[config.mk]
export PLATFORM = sky130hd
export DESIGN_NAME = hazard_stall_unit
export DESIGN_NICKNAME = d
export VERILOG_FILES = /design/src/rtl/hazard_stall_unit.sv
export SDC_FILE = /design/constraint.sdc
export NUM_CORES = 1
export LEC_CHECK = 0
export CAP_MARGIN = 10
export CORE_ASPECT_RATIO = 1.5
export CORE_MARGIN = 2
export CORE_UTILIZATION = 54
export DETAILED_ROUTE_END_ITERATION = 10
export DONT_BUFFER_PORTS = 1
export HOLD_SLACK_MARGIN = 0.06
export PLACE_DENSITY = 0.72
export SYNTH_ARGS = -nofsm -noshare
export SYNTH_HDL_FRONTEND = slang
export SYNTH_SLANG_ARGS = --single-unit
export TNS_END_PERCENT = 30
[constraint.sdc]
create_clock -name clk -period 2.18 [get_ports clk]
set_input_delay 0.327 -clock clk [delete_from_list [all_inputs] [get_ports clk]]
set_output_delay 0.327 -clock clk [all_outputs]
set_load 0.03 [all_outputs]
[src/rtl/hazard_stall_unit.sv]
// ID-stage hazard unit: load-use stalls, data-memory miss freeze and branch flush.
// Optional perf counters are built when HAZARD_PERF_EN is defined.
module hazard_stall_unit #(
  parameter int LOAD_USE_BUBBLES = 1,
  parameter int MEM_TIMEOUT      = 255
) (
  input  logic        clk,
  input  logic        reset,
  input  logic [4:0]  rs_IFID,
  input  logic [4:0]  rt_IFID,
  input  logic        usesRt_IFID,
  input  logic [4:0]  rt_IDEX,
  input  logic        memRead_IDEX,
  input  logic        dmemReq_EXMEM,
  input  logic        dmemReady,
  input  logic        branchTaken_EX,
  output logic        pcWrite,
  output logic        ifidWrite,
  output logic        ifidFlush,
  output logic        idexWrite,
  output logic        idexBubble,
  output logic        exmemWrite,
  output logic        memwbBubble,
  output logic        memTimeout,
  output logic [15:0] luStallCycles,
  output logic [15:0] memStallCycles
);

  // state    | meaning
  // ST_RUN   | normal flow, hazards detected combinationally
  // ST_LU    | remaining load-use bubbles being inserted
  // ST_MEM   | pipeline frozen on a data-memory miss
  localparam logic [1:0] ST_RUN = 2'd0;
  localparam logic [1:0] ST_LU  = 2'd1;
  localparam logic [1:0] ST_MEM = 2'd2;

  localparam logic [2:0]  LU_INIT  = 3'(LOAD_USE_BUBBLES - 1);
  localparam logic [15:0] TO_LIMIT = 16'(MEM_TIMEOUT);

  logic [1:0]  state_q, state_d;
  logic [2:0]  bub_cnt_q, bub_cnt_d;
  logic [2:0]  saved_bub_q, saved_bub_d;
  logic [15:0] to_cnt_q, to_cnt_d;
  logic        timeout_q;

  logic haz_lu, miss_now, timeout_hit;
  logic freeze, flush, lu_stall;
  logic freeze_a, flush_a, lu_a;

  assign haz_lu = memRead_IDEX && (rt_IDEX != 5'd0) &&
                  ((rt_IDEX == rs_IFID) || (usesRt_IFID && (rt_IDEX == rt_IFID)));
  assign miss_now    = dmemReq_EXMEM && !dmemReady;
  assign timeout_hit = (state_q == ST_MEM) && (to_cnt_q == TO_LIMIT);

  always_comb begin
    state_d     = state_q;
    bub_cnt_d   = bub_cnt_q;
    saved_bub_d = saved_bub_q;
    to_cnt_d    = to_cnt_q;
    freeze      = 1'b0;
    flush       = 1'b0;
    lu_stall    = 1'b0;
    case (state_q)
      ST_RUN: begin
        if (miss_now) begin
          freeze      = 1'b1;
          saved_bub_d = 3'd0;
          to_cnt_d    = 16'd0;
          state_d     = ST_MEM;
        end else if (branchTaken_EX) begin
          flush = 1'b1;
        end else if (haz_lu) begin
          lu_stall  = 1'b1;
          bub_cnt_d = LU_INIT;
          if (LU_INIT != 3'd0) state_d = ST_LU;
        end
      end
      ST_LU: begin
        if (miss_now) begin
          // the bubble slot of the frozen cycle counts as spent
          freeze      = 1'b1;
          saved_bub_d = bub_cnt_q - 3'd1;
          to_cnt_d    = 16'd0;
          state_d     = ST_MEM;
        end else if (branchTaken_EX) begin
          flush     = 1'b1;
          bub_cnt_d = 3'd0;
          state_d   = ST_RUN;
        end else begin
          lu_stall  = 1'b1;
          bub_cnt_d = bub_cnt_q - 3'd1;
          if (bub_cnt_q == 3'd1) state_d = ST_RUN;
        end
      end
      ST_MEM: begin
        if (!dmemReady) begin
          freeze = 1'b1;
          if (to_cnt_q != 16'hFFFF) to_cnt_d = to_cnt_q + 16'd1;
        end else begin
          saved_bub_d = 3'd0;
          if (saved_bub_q != 3'd0) begin
            bub_cnt_d = saved_bub_q;
            state_d   = ST_LU;
          end else begin
            state_d = ST_RUN;
          end
        end
      end
      default: state_d = ST_RUN;
    endcase
  end

  // reset cycle drives default controls regardless of inputs
  assign freeze_a = freeze && reset;
  assign flush_a  = flush && reset;
  assign lu_a     = lu_stall && reset;

  assign pcWrite     = !(freeze_a || lu_a);
  assign ifidWrite   = !(freeze_a || lu_a);
  assign ifidFlush   = flush_a;
  assign idexWrite   = !freeze_a;
  assign idexBubble  = flush_a || lu_a;
  assign exmemWrite  = !freeze_a;
  assign memwbBubble = freeze_a;
  assign memTimeout  = reset && (timeout_q || timeout_hit);

  always_ff @(posedge clk) begin
    if (!reset) begin
      state_q     <= ST_RUN;
      bub_cnt_q   <= 3'd0;
      saved_bub_q <= 3'd0;
      to_cnt_q    <= 16'd0;
      timeout_q   <= 1'b0;
    end else begin
      state_q     <= state_d;
      bub_cnt_q   <= bub_cnt_d;
      saved_bub_q <= saved_bub_d;
      to_cnt_q    <= to_cnt_d;
      timeout_q   <= timeout_q || timeout_hit;
    end
  end

`ifdef HAZARD_PERF_EN
  logic [15:0] lu_cyc_q, mem_cyc_q;

  always_ff @(posedge clk) begin
    if (!reset) begin
      lu_cyc_q  <= 16'd0;
      mem_cyc_q <= 16'd0;
    end else begin
      if (lu_a && (lu_cyc_q != 16'hFFFF))      lu_cyc_q  <= lu_cyc_q + 16'd1;
      if (freeze_a && (mem_cyc_q != 16'hFFFF)) mem_cyc_q <= mem_cyc_q + 16'd1;
    end
  end

  assign luStallCycles  = lu_cyc_q;
  assign memStallCycles = mem_cyc_q;
`else
  assign luStallCycles  = 16'h0000;
  assign memStallCycles = 16'h0000;
`endif

endmodule

==> impl_metrics.env, run 1 <==
export IMPL_worstReg2RegStart="state_q[0]"
export IMPL_synth_edff_count=0
export IMPL_power_static_leakage_nw=0.741
export IMPL_grt_pass1_wl_mm=5.88
export IMPL_highest_count_cells_in_the_layout_ignoring_fill_and_taps="sky130_fd_sc_hd__conb_1, sky130_fd_sc_hd__dfxtp_1, sky130_fd_sc_hd__o21ai_0, sky130_fd_sc_hd__buf_4"
export IMPL_relSlewSlack_pct=61.3
export IMPL_fmax_mhz=469
export IMPL_report_final_setup_viol=0
export IMPL_routed_via_count=1565
export IMPL_wl_mm=3.81
export IMPL_hp_class="in -> reg"
export IMPL_p_total_w=0.00103
export IMPL_final_layout_size_suffix_gt1_share_pct=18.0
export IMPL_largest_buffer_count_on_any_clock_path=2
export IMPL_utilization_pct=60.3
export IMPL_grt_total_usage_pct=18.6
export IMPL_dr_drc_count=0
export IMPL_gpl_final_weighted_congestion=0.816
export IMPL_whs_path_depth=1
export IMPL_post_dp_cell_area_mm2=0.00190
export IMPL_synthesis_area_mm2=0.00189
export IMPL_sequential_cell_area_um2=507
export IMPL_total_count_of_max_transition_violations_in_the_final_report=0
export IMPL_critPathLaunch="state_q[0]"
export IMPL_crit_path_end="to_cnt_q[14]"
export IMPL_design_area_mm2=0.00204
export IMPL_rsz_0062_raised_after_global_routing="yes"
export IMPL_drt_pre_antenna_iters=4
export IMPL_grt_overflow_total=0
export IMPL_floorplan_rows=26
export IMPL_clkTransAtPathRegs_ns=0.09
export IMPL_starting_utilization_of_the_core_area_pct=55.8
export IMPL_average_cell_area_after_synthesis_um2=8.13
export IMPL_worst_path_required_time_ns=2.38
export IMPL_place_hpwl_mm=2.90
export IMPL_floorplan_io_pins=62
export IMPL_min_period_ns=2.13
export IMPL_final_setup_worst_slack_ns=0.0488
export IMPL_tritoncts="built"
export IMPL_critical_path_class="reg -> reg"
export IMPL_buffer_ports_inserted=0
export IMPL_run_status="complete, no violations"
export IMPL_floorplan_core_area_mm2=0.00338
export IMPL_critical_path_endpoint_type="register"
export IMPL_critical_path_reg2reg_endpoint="to_cnt_q[14]"
export IMPL_synth_warnings=0
export IMPL_seq_area_frac_synth_pct=26.5
export IMPL_worst_clock_skew_ns=0.00363
export IMPL_drt_first_iter_violations=28
export IMPL_timing_max_cap_violations=0
export IMPL_timing_final_hold_violations=0
export IMPL_first_global_vias=1420
export IMPL_cts_root_buffer_cell="sky130_fd_sc_hd__clkbuf_8"
export IMPL_layout_cells_most_common="sky130_fd_sc_hd__conb_1"
export IMPL_num_antenna_cells=0
export IMPL_r2r_cells=7
export IMPL_asyncSetResetFlopFracSynth_pct=0
export IMPL_timing_reg2reg_setup_slack_ns=0.05
export IMPL_vdd_drop_max_v=0.000434
export IMPL_chipHeight_um=76.4
export IMPL_worstSetupStartpointType="register"
export IMPL_clock_buffers_created_by_tritoncts=3
export IMPL_syn_to_final_growth_pct=8.09
export IMPL_layout_nets=274
export IMPL_arrival_time_at_the_worst_endpoint_ns=2.33
export IMPL_fillCellCount=330
export IMPL_h_tree_depth=1
export IMPL_multi_input_area_mm2=0.00127
export IMPL_synthesis_instances=232
export IMPL_top_flip_flop_cell_by_instance_count_after_synthesis="sky130_fd_sc_hd__dfxtp_1"
export IMPL_fin_hold_ws_ns=0.179
export IMPL_final_min_period_over_clock_period_pct=97.8
export IMPL_power_density_mw_per_mm2=505
export IMPL_dieWidth_um=52.3
export IMPL_antenna_violations_before_repair=0
export IMPL_ys_seq_elements=25
export IMPL_place_worst_setup_slack_ns=0.0403
export IMPL_grt_start_max_net_pins=21
export IMPL_avgRoutedWirePerCell_um=13.3
export IMPL_critical_path_peak_fanout=4
export IMPL_ant_nets=0
export IMPL_number_of_clock_sinks=25
export IMPL_ys_types=50
export IMPL_die_area_mm2=0.00399
export IMPL_worstMarginPinSlew_ns=0.576
export IMPL_clk_insertion_delay_late_ns=0.26
export IMPL_routed_via_density=5.47
[what timing repair did]
action / CTS / global route
pin swaps: 1 / 4
hold buffers: 0 / 0
gates resized for setup: 5 / 16
buffers inserted: 0 / 3
setup endpoints to repair: 3 / 14
[critical path, stage by stage, from the launching register on]
cell,delay (ns)
sky130_fd_sc_hd__dfxtp_2,0.38
sky130_fd_sc_hd__inv_2,0.06
sky130_fd_sc_hd__ha_2,0.19
sky130_fd_sc_hd__or3b_4,0.40
sky130_fd_sc_hd__a2111oi_4,0.43
sky130_fd_sc_hd__o21ai_2,0.11
sky130_fd_sc_hd__or3_4,0.38
sky130_fd_sc_hd__a21oi_2,0.13
[state kept, by name, indices dropped and copies added (netlist names)]
signal	count
bub_cnt_q	3
saved_bub_q	3
state_q	2
timeout_q	1
to_cnt_q	16
[worst min path at each step]
stage,from,end,slack (ns)
detailed placement,reset,saved_bub_q[1],0.45
global placement,bub_cnt_q[1],bub_cnt_q[1],0.44
global route,reset,timeout_q,0.17
CTS,reset,saved_bub_q[1],0.18
floorplan,bub_cnt_q[1],bub_cnt_q[1],0.43
finish,reset,saved_bub_q[1],0.18
[routing by layer]
metal  track usage [%]  vias to the layer above  wire length [um]  share of wire [%]
met2              35.6                       50              2110                 56
met1              19.9                      723              1440                 38
li1                  -                      788                 -                  -
met5                 0                        -                 0                  0
met3              1.57                        4               213                5.6
met4              6.67                        0                44                1.2
[cells in the mapped netlist (all sizes together) (2+ instances only)]
| cell | n | share of area, % |
|---|---|---|
| xnor2 | 2 | 0.93 |
| a21boi | 4 | 1.6 |
| nand3b | 2 | 0.80 |
| o31ai | 2 | 1.1 |
| a22oi | 2 | 0.80 |
| or3 | 10 | 3.3 |
| nor2 | 13 | 2.6 |
| ha | 7 | 4.6 |
| a21oi | 13 | 3.6 |
| mux2i | 3 | 1.6 |
| clkbuf | 4 | 0.80 |
| nor2b | 3 | 0.99 |
| buf | 35 | 14 |
| inv | 8 | 1.6 |
| o2111ai | 4 | 2.2 |
| or4 | 3 | 1.2 |
| nor3 | 3 | 0.80 |
| o311ai | 3 | 1.4 |
| nand4 | 3 | 0.99 |
| nand2b | 3 | 0.99 |
| nand2 | 11 | 2.2 |
| o21ai | 21 | 5.8 |
| nand3 | 14 | 3.7 |
| and3 | 3 | 0.99 |
| o21a | 2 | 0.80 |
| dfxtp | 25 | 27 |
| xor2 | 14 | 6.5 |
[logic make-up after synthesis]
family,after synthesis,synth area share [%]
flip-flops,25,26.5
multiplexers,3,1.59
buffers and inverters,47,16.5
XOR/XNOR,16,7.43
AO/OA/AOI/OAI,56,20.5
other,1,0.199
AND/OR/NAND/NOR,77,22.6
adder cells (fa/ha/maj),7,4.64
[cell type report]
class	instances	share of cell area, %
timing repair buffer	16	6.50
clock buffer	3	2.02
multi-input combinational	191	62.3
sequential	25	24.8
tap	42	2.58
inverter	8	1.47
clock inverter	1	0.245
[where the power goes]
part           switching (W)  internal, W  total (W)  leakage, nW
clock network       0.000144     0.000128   0.000271       0.0255
registers         0.00000356     0.000462   0.000465        0.203
logic               0.000199    0.0000942   0.000293        0.512
total               0.000346     0.000683    0.00103        0.741
[per-stage QoR]
stage                     cells  setup TNS, ns
after floorplan             263              0
after global placement      279              0
after detailed placement    279              0
after CTS                   283              0
after global routing        286        -0.0538
final                       286              0
(Power assumes the default switching activity.)
==> run 2: changes to the inputs <==
PLACE_DENSITY = 0.69   (was 0.72)
clock period = 2.3 ns   (was 2.18 ns; I/O delays follow)
==> run 2 against run 1 <==
Net effect: utilization is 2.7 points lower; global-route usage is 1.9 points higher; worst hold slack better by 0.0051 ns; total power is 6.8% lower; clock power hardly changed; combinational power is 15% lower; register-to-register slack better by 0.08 ns; largest cell class unchanged.
==> impl_metrics.env, run 2 (synthesis gave the netlist of run 1 again) <==
export IMPL_holdPathEnd="timeout_q"
export IMPL_vdd_drop_max_v=0.000438
export IMPL_clk_insertion_delay_late_ns=0.27
export IMPL_grt_overflow_total=0
export IMPL_power_static_leakage_nw=0.703
export IMPL_gpl_final_weighted_congestion=0.813
export IMPL_final_cells=279
export IMPL_r2r_cells=7
export IMPL_highest_count_cells_in_the_layout_ignoring_fill_and_taps="sky130_fd_sc_hd__conb_1, sky130_fd_sc_hd__dfxtp_1, sky130_fd_sc_hd__o21ai_0, sky130_fd_sc_hd__xor2_1, sky130_fd_sc_hd__nand3_1"
export IMPL_grt_start_max_net_pins=21
export IMPL_arrival_time_at_the_worst_endpoint_ns=1.91
export IMPL_critical_path_peak_fanout=9
export IMPL_clock_buffers_created_by_tritoncts=3
export IMPL_fmax_mhz=443
export IMPL_antenna_violations_before_repair=0
export IMPL_grt_pass1_wl_mm=6.25
export IMPL_syn_to_final_growth_pct=3.25
export IMPL_buffer_ports_inserted=0
export IMPL_power_density_mw_per_mm2=493
export IMPL_num_antenna_cells=0
export IMPL_floorplan_io_pins=62
export IMPL_critical_path_class="reg -> out"
export IMPL_floorplan_rows=26
export IMPL_worstMarginPinSlew_ns=0.590
export IMPL_first_global_vias=1522
export IMPL_timing_reg2reg_setup_slack_ns=0.13
export IMPL_place_hpwl_mm=3.11
export IMPL_rsz_0062_raised_after_global_routing="yes"
export IMPL_ant_nets=0
export IMPL_total_count_of_max_transition_violations_in_the_final_report=0
export IMPL_layout_cells_most_common="sky130_fd_sc_hd__conb_1"
export IMPL_dr_drc_count=0
export IMPL_number_of_clock_sinks=25
export IMPL_hp_class="in -> reg"
export IMPL_grt_total_usage_pct=20.5
export IMPL_die_area_mm2=0.00399
export IMPL_layout_nets=267
export IMPL_drt_first_iter_violations=35
export IMPL_tritoncts="built"
export IMPL_critical_path_reg2reg_endpoint="to_cnt_q[14]"
export IMPL_routed_via_density=5.68
export IMPL_wl_mm=4.08
export IMPL_whs_path_depth=1
export IMPL_chipHeight_um=76.4
export IMPL_fin_hold_ws_ns=0.184
export IMPL_flip_flop_count_of_the_largest_register_after_layout=16
export IMPL_report_final_setup_viol=0
export IMPL_timing_max_cap_violations=0
export IMPL_starting_utilization_of_the_core_area_pct=55.8
export IMPL_drt_pre_antenna_iters=4
export IMPL_dieWidth_um=52.3
export IMPL_avgRoutedWirePerCell_um=14.6
export IMPL_relSlewSlack_pct=60.4
export IMPL_cts_root_buffer_cell="sky130_fd_sc_hd__clkbuf_8"
export IMPL_clkTransAtPathRegs_ns=0.09
export IMPL_worst_clock_skew_ns=0.00109
export IMPL_max_flop_register="to_cnt_q"
export IMPL_cts_hold_buf=0
export IMPL_biggestRegsByFlops="to_cnt_q (16), bub_cnt_q (3), saved_bub_q (3)"
export IMPL_floorplan_core_area_mm2=0.00338
export IMPL_worstSetupStartpointType="register"
export IMPL_place_inst=275
export IMPL_min_period_ns=2.26
export IMPL_h_tree_depth=1
export IMPL_worstReg2RegStart="state_q[0]"
export IMPL_final_min_period_over_clock_period_pct=98.2
export IMPL_routed_via_count=1584
export IMPL_critical_path_endpoint_type="primary output"
export IMPL_largest_buffer_count_on_any_clock_path=2
export IMPL_worstHoldStart="reset"
export IMPL_final_layout_size_suffix_gt1_share_pct=11.4
export IMPL_run_status="complete, no violations"
export IMPL_worst_path_required_time_ns=1.96
export IMPL_timing_final_hold_violations=0
-- run 2: final cells by class --
cell class	count	area [um2]
clock buffer	3	41.3
clock inverter	1	7.51
fill	340	1440
inverter	8	30.0
multi-input combinational	191	1230
sequential	25	503
tap	42	52.6
timing repair buffer	9	80.1
-- run 2: how the worst max path moves through the flow --
stage	startpoint	cells past startpoint	end	slack (ns)
after floorplan	state_q[1]	8	pcWrite	0.04
after global placement	state_q[1]	7	bub_cnt_q[2]	0.16
after detailed placement	state_q[0]	7	to_cnt_q[15]	0.11
after CTS	to_cnt_q[0]	5	memTimeout	0.03
after global routing	to_cnt_q[0]	5	memTimeout	-0.02
final	state_q[1]	8	ifidWrite	0.04
-- run 2: repair_timing --
action,4_1_cts,5_1_grt
setup buffers,0,0
resized for setup,3,6
endpoints found under the setup margin,3,8
endpoints found under the hold margin,0,0
-- run 2: worst max-delay path, stage by stage, from the launching register on --
cell and delay (ns):
sky130_fd_sc_hd__dfxtp_2 0.36, sky130_fd_sc_hd__inv_1 0.06, sky130_fd_sc_hd__ha_1 0.20, sky130_fd_sc_hd__buf_4 0.17, sky130_fd_sc_hd__o21ai_2 0.21, sky130_fd_sc_hd__nand2_1 0.08, sky130_fd_sc_hd__nand3b_1 0.16, sky130_fd_sc_hd__a21boi_4 0.24
sky130_fd_sc_hd__buf_12 0.16
-- run 2: per-layer routing --
metal / wire length (um) / vias up / share of wire [%] / global-route usage, %
met2: 2260 / 60 / 55 / 38.5
met3: 198 / 14 / 4.8 / 3.14
met1: 1470 / 740 / 36 / 18.9
met4: 157 / 0 / 3.8 / 13.3
met5: 0 / - / 0 / 0
li1: - / 770 / - / -
-- run 2: power breakdown --
| part | internal, W | switching (W) |
|---|---|---|
| Combinational | 0.0000675 | 0.000181 |
| Sequential | 0.000437 | 0.00000412 |
| Clock | 0.000123 | 0.000147 |
| Total | 0.000628 | 0.000332 |
-- run 2: metrics by stage --
step                util (%)  TNS, ns  power, W  setup WS [ns]  cell area (um2)
finish                  57.6        0  0.000960         0.0425             1950
detailed placement      55.1        0  0.000690          0.111             1870
global placement        55.1        0  0.000686          0.160             1870
floorplan                  -        0  0.000695         0.0404             2010
CTS                     56.7        0  0.000958         0.0307             1920
global route            57.6  -0.0499   0.00100        -0.0212             1950
==> run 3: changes to the inputs <==
CORE_UTILIZATION = 40   (was 54)
PLACE_DENSITY = unset   (was 0.69)
==> run 3 against run 2 <==
Net effect: flip-flop and latch count is the same; non-clock buffer count rose by 4; fmax is 4.5% higher; largest power group unchanged; sequential power is essentially flat; die area up 33%; cell count increased by 9.3%.
==> impl_metrics.env, run 3 (synthesis gave the netlist of run 1 again) <==
export IMPL_power_static_leakage_nw=0.728
export IMPL_final_layout_size_suffix_gt1_share_pct=14.9
export IMPL_gpl_final_weighted_congestion=0.846
export IMPL_layout_nets=271
export IMPL_min_period_ns=2.16
export IMPL_ant_nets=0
export IMPL_critical_path_n_buffers_inverters=3
export IMPL_crit_chain="inv_1 > ha_1 > buf_4 > o21ai_2 > nand2_1 > nand3b_1 > a21boi_4 > buf_12"
export IMPL_clk_insertion_delay_late_ns=0.27
export IMPL_max_flop_register="to_cnt_q"
export IMPL_drt_pre_antenna_iters=4
export IMPL_vdd_drop_max_v=0.000244
export IMPL_run_status="complete, no violations"
export IMPL_fillCellCount=479
export IMPL_sequential_cell_area_um2=504
export IMPL_floorplan_core_area_mm2=0.00454
export IMPL_multi_input_area_mm2=0.00123
export IMPL_h_tree_depth=1
export IMPL_chipHeight_um=88.1
export IMPL_critical_path_slowest_cell="sky130_fd_sc_hd__dfxtp_2"
export IMPL_critical_path_peak_fanout=9
export IMPL_first_global_vias=1425
export IMPL_tritoncts="built"
export IMPL_flip_flop_count_of_the_largest_register_after_layout=16
export IMPL_die_area_mm2=0.00529
export IMPL_largest_buffer_count_on_any_clock_path=2
export IMPL_timing_max_cap_violations=0
export IMPL_arrival_time_at_the_worst_endpoint_ns=1.81
export IMPL_dieWidth_um=60.1
export IMPL_cts_root_buffer_cell="sky130_fd_sc_hd__clkbuf_8"
export IMPL_final_min_period_over_clock_period_pct=93.9
export IMPL_tns_ns=0
export IMPL_timing_final_hold_violations=0
export IMPL_clkTransAtPathRegs_ns=0.09
export IMPL_biggestRegsByFlops="to_cnt_q (16), bub_cnt_q (3), saved_bub_q (3)"
export IMPL_buffer_ports_inserted=0
export IMPL_final_setup_worst_slack_ns=0.140
export IMPL_drt_first_iter_violations=34
export IMPL_highest_count_cells_in_the_layout_ignoring_fill_and_taps="sky130_fd_sc_hd__conb_1, sky130_fd_sc_hd__dfxtp_1, sky130_fd_sc_hd__o21ai_0, sky130_fd_sc_hd__xor2_1, sky130_fd_sc_hd__nand3_1"
export IMPL_utilization_pct=44.2
export IMPL_syn_to_final_growth_pct=6.50
export IMPL_grt_pass1_wl_mm=6.29
export IMPL_worst_clock_skew_ns=0.00164
export IMPL_number_of_clock_sinks=25
export IMPL_critPathTopFamily="buffers and inverters"
export IMPL_floorplan_io_pins=62
export IMPL_fin_hold_ws_ns=0.194
export IMPL_critical_path_class="reg -> out"
export IMPL_dr_drc_count=0
export IMPL_fmax_mhz=463
export IMPL_antenna_violations_before_repair=0
export IMPL_grt_total_usage_pct=15.4
export IMPL_layout_cells_most_common="sky130_fd_sc_hd__conb_1"
export IMPL_grt_overflow_total=0
export IMPL_total_count_of_max_transition_violations_in_the_final_report=0
export IMPL_worstSetupStartpointType="register"
export IMPL_routed_via_count=1572
export IMPL_clock_buffers_created_by_tritoncts=3
export IMPL_grt_start_max_net_pins=21
export IMPL_hp_class="in -> reg"
export IMPL_critical_path_max_stage_delay_ns=0.36
export IMPL_floorplan_rows=30
export IMPL_p_total_w=0.000963
export IMPL_timing_reg2reg_setup_slack_ns=0.18
export IMPL_critical_path_endpoint_type="primary output"
export IMPL_num_antenna_cells=0
export IMPL_routed_via_density=5.15
export IMPL_worst_path_required_time_ns=1.96
export IMPL_avgRoutedWirePerCell_um=12.8
export IMPL_place_worst_setup_slack_ns=0.139
export IMPL_report_final_setup_viol=0
export IMPL_starting_utilization_of_the_core_area_pct=41.5
export IMPL_power_density_mw_per_mm2=479
export IMPL_place_hpwl_mm=3.07
export IMPL_wl_mm=3.91
run 3: worst register-to-register path: cells and delay by family (launching register included):
family / cells / cell delay [ns]
flip-flops: 1 / 0.36
buffers and inverters: 1 / 0.07
AND/OR/NAND/NOR: 2 / 0.83
AO/OA/AOI/OAI: 3 / 0.61
adder cells (fa/ha/maj): 1 / 0.19
run 3: repair_timing:
item | in CTS | in global routing
endpoints found under the setup margin | 3 | 8
resized for setup | 2 | 12
setup buffers | 0 | 1
pin swaps | 0 | 3
hold buffers | 0 | 0
run 3: final timing paths:
check,start,end,cells past startpoint
setup / recovery,state_q[1],pcWrite,8
hold / removal,reset,timeout_q,1
setup reg to reg,state_q[1],to_cnt_q[9],7
hold reg to reg,bub_cnt_q[1],bub_cnt_q[1],2
run 3: through the flow:
step,cell area (um2),cells
after floorplan,2010,263
after global placement,1920,300
after detailed placement,1920,300
after CTS,1960,304
after global routing,2010,305
final,2010,305
run 3: area by class of cell:
type                            instances  share of cell area (%)
Clock buffer                            3                    2.05
Clock inverter                          1                   0.249
Inverter                                8                    1.49
Multi-Input combinational cell        191                    61.5
Sequential cell                        25                    25.1
Tap cell                               64                    3.99
Timing Repair Buffer                   13                    5.67
run 3: layer usage:
layer | up-vias | global-route usage, % | part of all wire, %
met4 | 0 | 6.87 | 2.5
met2 | 54 | 27.8 | 52
met1 | 731 | 17.1 | 39
li1 | 778 | - | -
met3 | 9 | 2.66 | 6.2
met5 | - | 0 | 0
run 3: power by group:
group          leakage, nW  internal [W]  switching [W]
Combinational        0.499     0.0000811       0.000179
Sequential           0.203      0.000437     0.00000446
Clock               0.0255      0.000121       0.000140
